===== src/rtl/reg_scoreboard.sv =====
// Register scoreboard: tracks pending register writes and stalls issue on RAW/WAW hazards.
// Latency: stall/issue_ack are combinational; busy/pending_count/err_spurious update on the next clk edge.
// Backpressure: stall holds the presented instruction; a same-cycle writeback bypasses its own busy bit.
module reg_scoreboard (
    input  logic        clk,
    input  logic        rst,
    input  logic        issue_valid,
    input  logic        issue_we,
    input  logic [4:0]  issue_dst,
    input  logic [4:0]  src_a,
    input  logic [4:0]  src_b,
    input  logic        wb_valid,
    input  logic [4:0]  wb_dst,
    input  logic        flush,
    output logic        stall,
    output logic        issue_ack,
    output logic [31:0] busy,
    output logic [5:0]  pending_count,
    output logic        err_spurious
);

    logic [31:0] wb_mask;
    logic [31:0] eff;
    logic [31:0] busy_nxt;
    logic [5:0]  count_nxt;
    logic        spurious;

    // Hazard check against busy with the retiring register already released.
    always_comb begin
        wb_mask   = 32'd0;
        if (wb_valid) begin
            wb_mask = 32'd1 << wb_dst;
        end
        eff       = busy & ~wb_mask;
        stall     = issue_valid & (eff[src_a] | eff[src_b] | (issue_we & eff[issue_dst]));
        issue_ack = issue_valid & ~stall & ~flush;
    end

    // Next busy vector: flush wins, otherwise clear on writeback then set on issue (set wins).
    always_comb begin
        busy_nxt = busy;
        spurious = wb_valid & (wb_dst != 5'd0) & ~busy[wb_dst];
        if (flush) begin
            busy_nxt = 32'd0;
        end else begin
            if (wb_valid && (wb_dst != 5'd0)) begin
                busy_nxt[wb_dst] = 1'b0;
            end
            if (issue_ack && issue_we && (issue_dst != 5'd0)) begin
                busy_nxt[issue_dst] = 1'b1;
            end
        end
        // Register 0 is hardwired and never tracked.
        busy_nxt[0] = 1'b0;
    end

    // Population count of the next busy vector so the count register tracks busy exactly.
    always_comb begin
        count_nxt = 6'd0;
        for (int i = 1; i < 32; i++) begin
            count_nxt = count_nxt + {5'd0, busy_nxt[i]};
        end
    end

    // State registers; reset overrides flush, issue and writeback.
    always_ff @(posedge clk) begin
        if (rst) begin
            busy          <= 32'd0;
            pending_count <= 6'd0;
            err_spurious  <= 1'b0;
        end else begin
            busy          <= busy_nxt;
            pending_count <= count_nxt;
            if (spurious) begin
                err_spurious <= 1'b1;
            end
        end
    end

endmodule


===== config.mk =====
export PLATFORM = sky130hd
export DESIGN_NAME = reg_scoreboard
export DESIGN_NICKNAME = d
export VERILOG_FILES = /design/src/rtl/reg_scoreboard.sv
export SDC_FILE = /design/constraint.sdc
export NUM_CORES = 1
export LEC_CHECK = 0
export ABC_AREA = 0
export CORE_MARGIN = 2
export CORE_UTILIZATION = 40
export CTS_CLUSTER_DIAMETER = 30
export DETAILED_ROUTE_END_ITERATION = 12
export HOLD_SLACK_MARGIN = 0.08
export SLEW_MARGIN = 10
export SYNTH_ARGS = -nofsm -noshare
export SYNTH_HDL_FRONTEND = slang
export SYNTH_SLANG_ARGS = --single-unit

===== constraint.sdc =====
create_clock -name clk -period 16.5 [get_ports clk]
set_input_delay 2.475 -clock clk [delete_from_list [all_inputs] [get_ports clk]]
set_output_delay 2.475 -clock clk [all_outputs]
set_load 0.005 [all_outputs]

* Word level (Yosys, flattened, before mapping)
Cells that the tools add are included.
** Word-level totals
- Input port bits :: 26
- Register bits :: 39
** Cells by class
- $lt $le $gt $ge :: 6
- Bitwise operators :: 16
- Add/subtract/negate cells :: 30
- Reductions and logical operators :: 7
- Shifts and indexed selects :: 1
- Multiplexer cells :: 17
** Operators by type and width (count)
- 2-to-1 mux 32 bit :: 5
- adder 6 x 1 -> 6 bit :: 25
- bitwise AND 32 bit :: 2
- inverter 32 bit :: 2
- bitwise OR 32 bit :: 1
- << shifter 1 x 5 -> 32 bit, first input constant :: 1
- less-than comparator 5 x 6 -> 1 bit, second input constant :: 4
- binary-select mux 1 bit (select 5 bit) :: 4
- demux 1 bit (select 5 bit) :: 2
- >= comparator 5 x 1 -> 1 bit, second input constant :: 2
- nonzero test 5 bit :: 2
- adder 5 x 1 -> 6 bit :: 1
- bitwise AND 1 bit :: 6
- 2-to-1 mux 1 bit :: 6
- adder 4 x 1 -> 5 bit :: 1
- logical AND 1 bit :: 5
- adder 3 x 1 -> 4 bit :: 1
- adder 2 x 1 -> 3 bit :: 1
- inverter 1 bit :: 3
- adder 1 x 1 -> 2 bit :: 1
- bitwise OR 1 bit :: 2

* Longest topological paths before layout
- Depth in word-level cells :: 46
- Depth in mapped cells :: 27
- Mapped depth without buffers :: 24

* Least setup slack after synthesis
Ideal clock, no wire load.
- Kind :: input-to-reg
- Start point :: input port wb_dst[2]
- End point :: register pending_count[4]
- Stages on the path :: 25
- Required time :: 16.375 ns
- Arrival time :: 8.681 ns
- Library setup time :: 0.125 ns
- Buffers on the path :: 3
- Path slack :: 7.694 ns
- Path through :: buf_2 -> or2_1 -> buf_2 -> o21ai_1 -> mux2i_1 -> o31a_1 -> a221oi_2 -> nor2_2 -> buf_6 -> o32a_1 -> fa_1 -> inv_1 -> fa_1 -> inv_1 -> fa_1 -> fa_1 -> fa_1 -> fa_1 -> fa_1 -> inv_1 -> fa_1 -> a21o_1 -> a21oi_1 -> xor2_1 -> nor2_1
** Between the ends
- Longest elaborated chain between the ends :: 46
- Elaborated cells between the ends (all ways) :: 63
- Those cells by class :: add/sub (30); order compare (2); shift (1); mux (13); bitwise (12); reduce/logical (5)
** Ends and longest elaborated chain
- from (decl) :: RTL line 13 : input logic [4:0] wb_dst,
- << shifter 1 x 5 -> 32 bit :: RTL line 32 : wb_mask = 32'd1 << wb_dst;
- 2-to-1 mux 32 bit :: RTL line 31 : if (wb_valid) begin
- inverter 32 bit :: RTL line 34 : eff = busy & ~wb_mask;
- bitwise AND 32 bit :: RTL line 34
- binary-select mux 1 bit (select 5 bit) :: RTL line 35 : stall = issue_valid & (eff[src_a] | eff[src_b] | (issue_we & eff[issue_dst]));
- 2-to-1 mux 1 bit (implied by the code) :: RTL line 35
- bitwise OR 1 bit / bitwise AND 1 bit (equally long branches) :: RTL line 35
- bitwise OR 1 bit :: RTL line 35
- [... 7 more ...]
- 2-to-1 mux 32 bit * :: RTL line 43 : if (flush) begin
- adder 1 x 1 -> 2 bit :: RTL line 61 : count_nxt = count_nxt + {5'd0, busy_nxt[i]};
- adder 2 x 1 -> 3 bit :: RTL line 61
- adder 3 x 1 -> 4 bit :: RTL line 61
- adder 4 x 1 -> 5 bit :: RTL line 61
- adder 5 x 1 -> 6 bit :: RTL line 61
- adder 6 x 1 -> 6 bit (24 in series) :: RTL line 61
- adder 6 x 1 -> 6 bit * :: RTL line 61
- to (signal assigned) :: RTL line 73 : pending_count <= count_nxt;
- to (decl) :: RTL line 18 : output logic [5:0] pending_count,
Every way passes the cells marked *; elsewhere a longest branch is shown, timed or not. The select of a mux whose other input is x is not followed.
A chain may end at the register's enable or synchronous reset.

* Final worst setup path
- Start point :: input port wb_dst[0]
- End point :: register pending_count[4]
Same word-level chain as after synthesis.

==> results.txt <==
outcome -> completed
post-route ant nets -> 0
Tcrit/Tclk final -> 0.674
Nets -> 634
VDD IR max -> 32.8 uV
CTS H-tree lvls -> 2
CTS tree -> built
final core utilization -> 0.477
Inserted Clock Buffers -> 5
Worst-Skew Late Latency -> 290 ps
synthesis-to-finish area growth -> 17.1%
FFs w/ async S/R, synth -> 0
commonest cells after routing, fill and taps aside -> clkdlybuf4s50_1 (65), nand2_1 (48), dfxtp_1 (38), nor2_1 (33), inv_1 (30)
hpwl dp -> 13.3 mm
hold_buf cts -> 0
gr usage total -> 0.287
I/O Buffers -> 65
post-synth cell types -> 76
Synth Cell Area -> 0.00461 sq mm
main combinational cell family by area after synthesis -> compound AO/OA/AOI/OAI gates
Post-Synth XOR/XNOR Area -> 0.00950
Cells after Synth -> 554
Lkg Pwr -> 1.78 nW
Die X -> 111 um
CP max stage delay -> 970 ps
postcts setup bufs -> 0
Max Cap Viol -> 0
CTS Sinks -> 38
final WL -> 18.1 mm
# DRC -> 0
synthesis-stage register bit count -> 38
share of cells above drive strength 1 -> 0.105
Starting Density -> 0.407
critical path's top delay family -> adder cells
Tmin final -> 11110 ps
Core ar. -> 0.0113 sq mm
commonest non-fill, non-tap cell in the layout -> clkdlybuf4s50_1
worst slew pin tran -> 1150 ps
post-synthesis simple-gate area fraction -> 0.226
final hold vios -> 0
first-pass GRT wire length -> 27.9 mm
mux contribution to synthesized area -> 0.0855
die area -> 0.0124 sq mm
max_slew headroom -> 0.228
drt first-iter violations -> 677
top_reg_cell synth -> dfxtp_1
placed cell area -> 0.00524 sq mm
average vias per placed instance -> 6.90
Final Instance Area -> 0.00540 sq mm
mean routed wirelength per cell -> 25.0 um
RSZ-0062 raised after global routing -> no
Final Skew -> 9.86 ps
final setup violation count -> 0
Vias -> 4992
GP Congestion -> 1.02
Worst Path Max Fanout -> 64
CP Data Required Time -> 16650 ps
IO Pins -> 67
hold crit path type -> reg -> reg
critical path's slowest cell -> o21ai_1
CP Launch Type -> input port
kind of critical path -> in -> reg
Sum Neg Setup Slack -> 0 ps
Highest Clock Rate -> 0.0900 GHz
critical path's most frequent cell -> fa_1
Mapped Avg Cell Area -> 8.32 sq um
vias in the first global route -> 4667
pin count of the biggest net entering global routing -> 65
area share of fa/ha/maj cells after synthesis -> 0.119
CP endpoint kind -> flip-flop
clk buf depth -> 2
crit-path cells -> clkdlybuf4s50_1 > nand4bb_1 > o21ai_1 > o211ai_1 > o311a_1 > a221oi_1 > o22ai_4 > buf_4 > o32a_1 > fa_1 > inv_1 > fa_1 > inv_1 > fa_1 > fa_1 > fa_1 > fa_1 > fa_1 > inv_1 > fa_1 > a21o_1 > a21oi_1 > xor2_1 > nor2_1
final slew viol count -> 0
Buf+Inv Stages, Crit Path -> 5
Clock Pin Slew Worst Setup and Hold Paths -> 70 ps
gr ovfl total -> 0
CTS root buf -> clkbuf_16
P per Cell Area -> 46.9 mW/mm^2
Pre-antenna DRT Iters -> 6
Post-synth EDFFs -> 0
Synth Net Count -> 610
Compound-Gate Fraction of Synth Area -> 0.314
Synth Warn # -> 0
Die H -> 111 um
initial antenna violation count -> 0
site row count -> 39
post-CTS sizing -> 0
sequential area share after synthesis -> 0.165
CP arrival -> 11260 ps
==> final timing paths <==
kind                                    from  depth (start not counted)  slack [ps]                to
worst max-delay path               wb_dst[0]                         24        5390  pending_count[4]
worst min-delay path            err_spurious                          2         480      err_spurious
worst max register to register      busy[12]                         22        9380  pending_count[4]
worst min register to register  err_spurious                          2         480      err_spurious
==> report_power, final <==
group / total [mW] / switching [mW] / internal, mW
Clock: 0.0996 / 0.0397 / 0.0599
Combinational: 0.0614 / 0.0420 / 0.0194
Sequential: 0.0922 / 0.000183 / 0.0920
Total: 0.253 / 0.0819 / 0.171
==> cells in the mapped netlist, drive strengths merged, types with 17 or more instances <==
| master | number | area [sq um] |
|---|---|---|
| nand3 | 20 | 100 |
| buf | 24 | 143 |
| dfxtp | 38 | 761 |
| o32ai | 28 | 245 |
| o21ai | 41 | 220 |
| fa | 23 | 460 |
| nor2 | 34 | 130 |
| nand2 | 48 | 180 |
| inv | 30 | 113 |
| clkbuf | 31 | 116 |
| nor2b | 17 | 106 |
| o211ai | 21 | 163 |
==> worst reg2reg max path: stages, from the launching register on <==
cell	delay [ps]
dfxtp_1	340
o21ai_1	540
o211ai_1	160
o311a_1	170
a221oi_1	620
o22ai_4	110
buf_4	360
o32a_1	460
fa_1	530
inv_1	50
fa_1	480
inv_1	50
fa_1	450
fa_1	540
fa_1	440
fa_1	510
fa_1	160
inv_1	60
fa_1	390
a21o_1	200
a21oi_1	160
xor2_1	160
nor2_1	60
==> final cells by class <==
| type | count | area, sq um |
|---|---|---|
| flip-flops and latches | 38 | 761 |
| clock buffers | 6 | 139 |
| multi-input cells | 431 | 3490 |
| clock inverters | 2 | 12.5 |
| repair buffers | 72 | 703 |
| inverters | 30 | 113 |
| diodes | 1 | 2.50 |
| well taps | 143 | 179 |
| fillers | 1131 | 5920 |
==> per-stage QoR <==
step | worst slack (ps) | instances | power, mW | hold WS [ps]
after floorplan | 7690 | 554 | 0.136 | 460
after global placement | 5410 | 714 | 0.154 | 461
after detailed placement | 5350 | 714 | 0.154 | 467
after CTS | 5640 | 722 | 0.252 | 482
after global routing | 5220 | 722 | 0.262 | 549
final | 5390 | 723 | 0.253 | 475
==> cells by family (layout without fill, tap and decap cells) <==
logic type,count (synthesis),count (layout)
buffers and inverters,85,110
other,1,2
and+or+nand+nor,187,187
xor gates and xnor gates,5,5
DFF,38,38
muxes,23,23
adders and majority gates,30,30
AOI/OAI and AO/OA,185,185
==> flip-flops by register name (all words and copies together), names as in the netlist <==
signal,count
busy,31
err_spurious,1
pending_count,6
==> routing by layer <==
metal  wire (um)  up-vias  track usage
met3        2050       84       0.0610
met1        6970     2372        0.383
met2        7800      370        0.439
met5           0        -            0
li1            -     2166            -
met4        1240        0        0.152
Power figures use the tool's default switching activity.
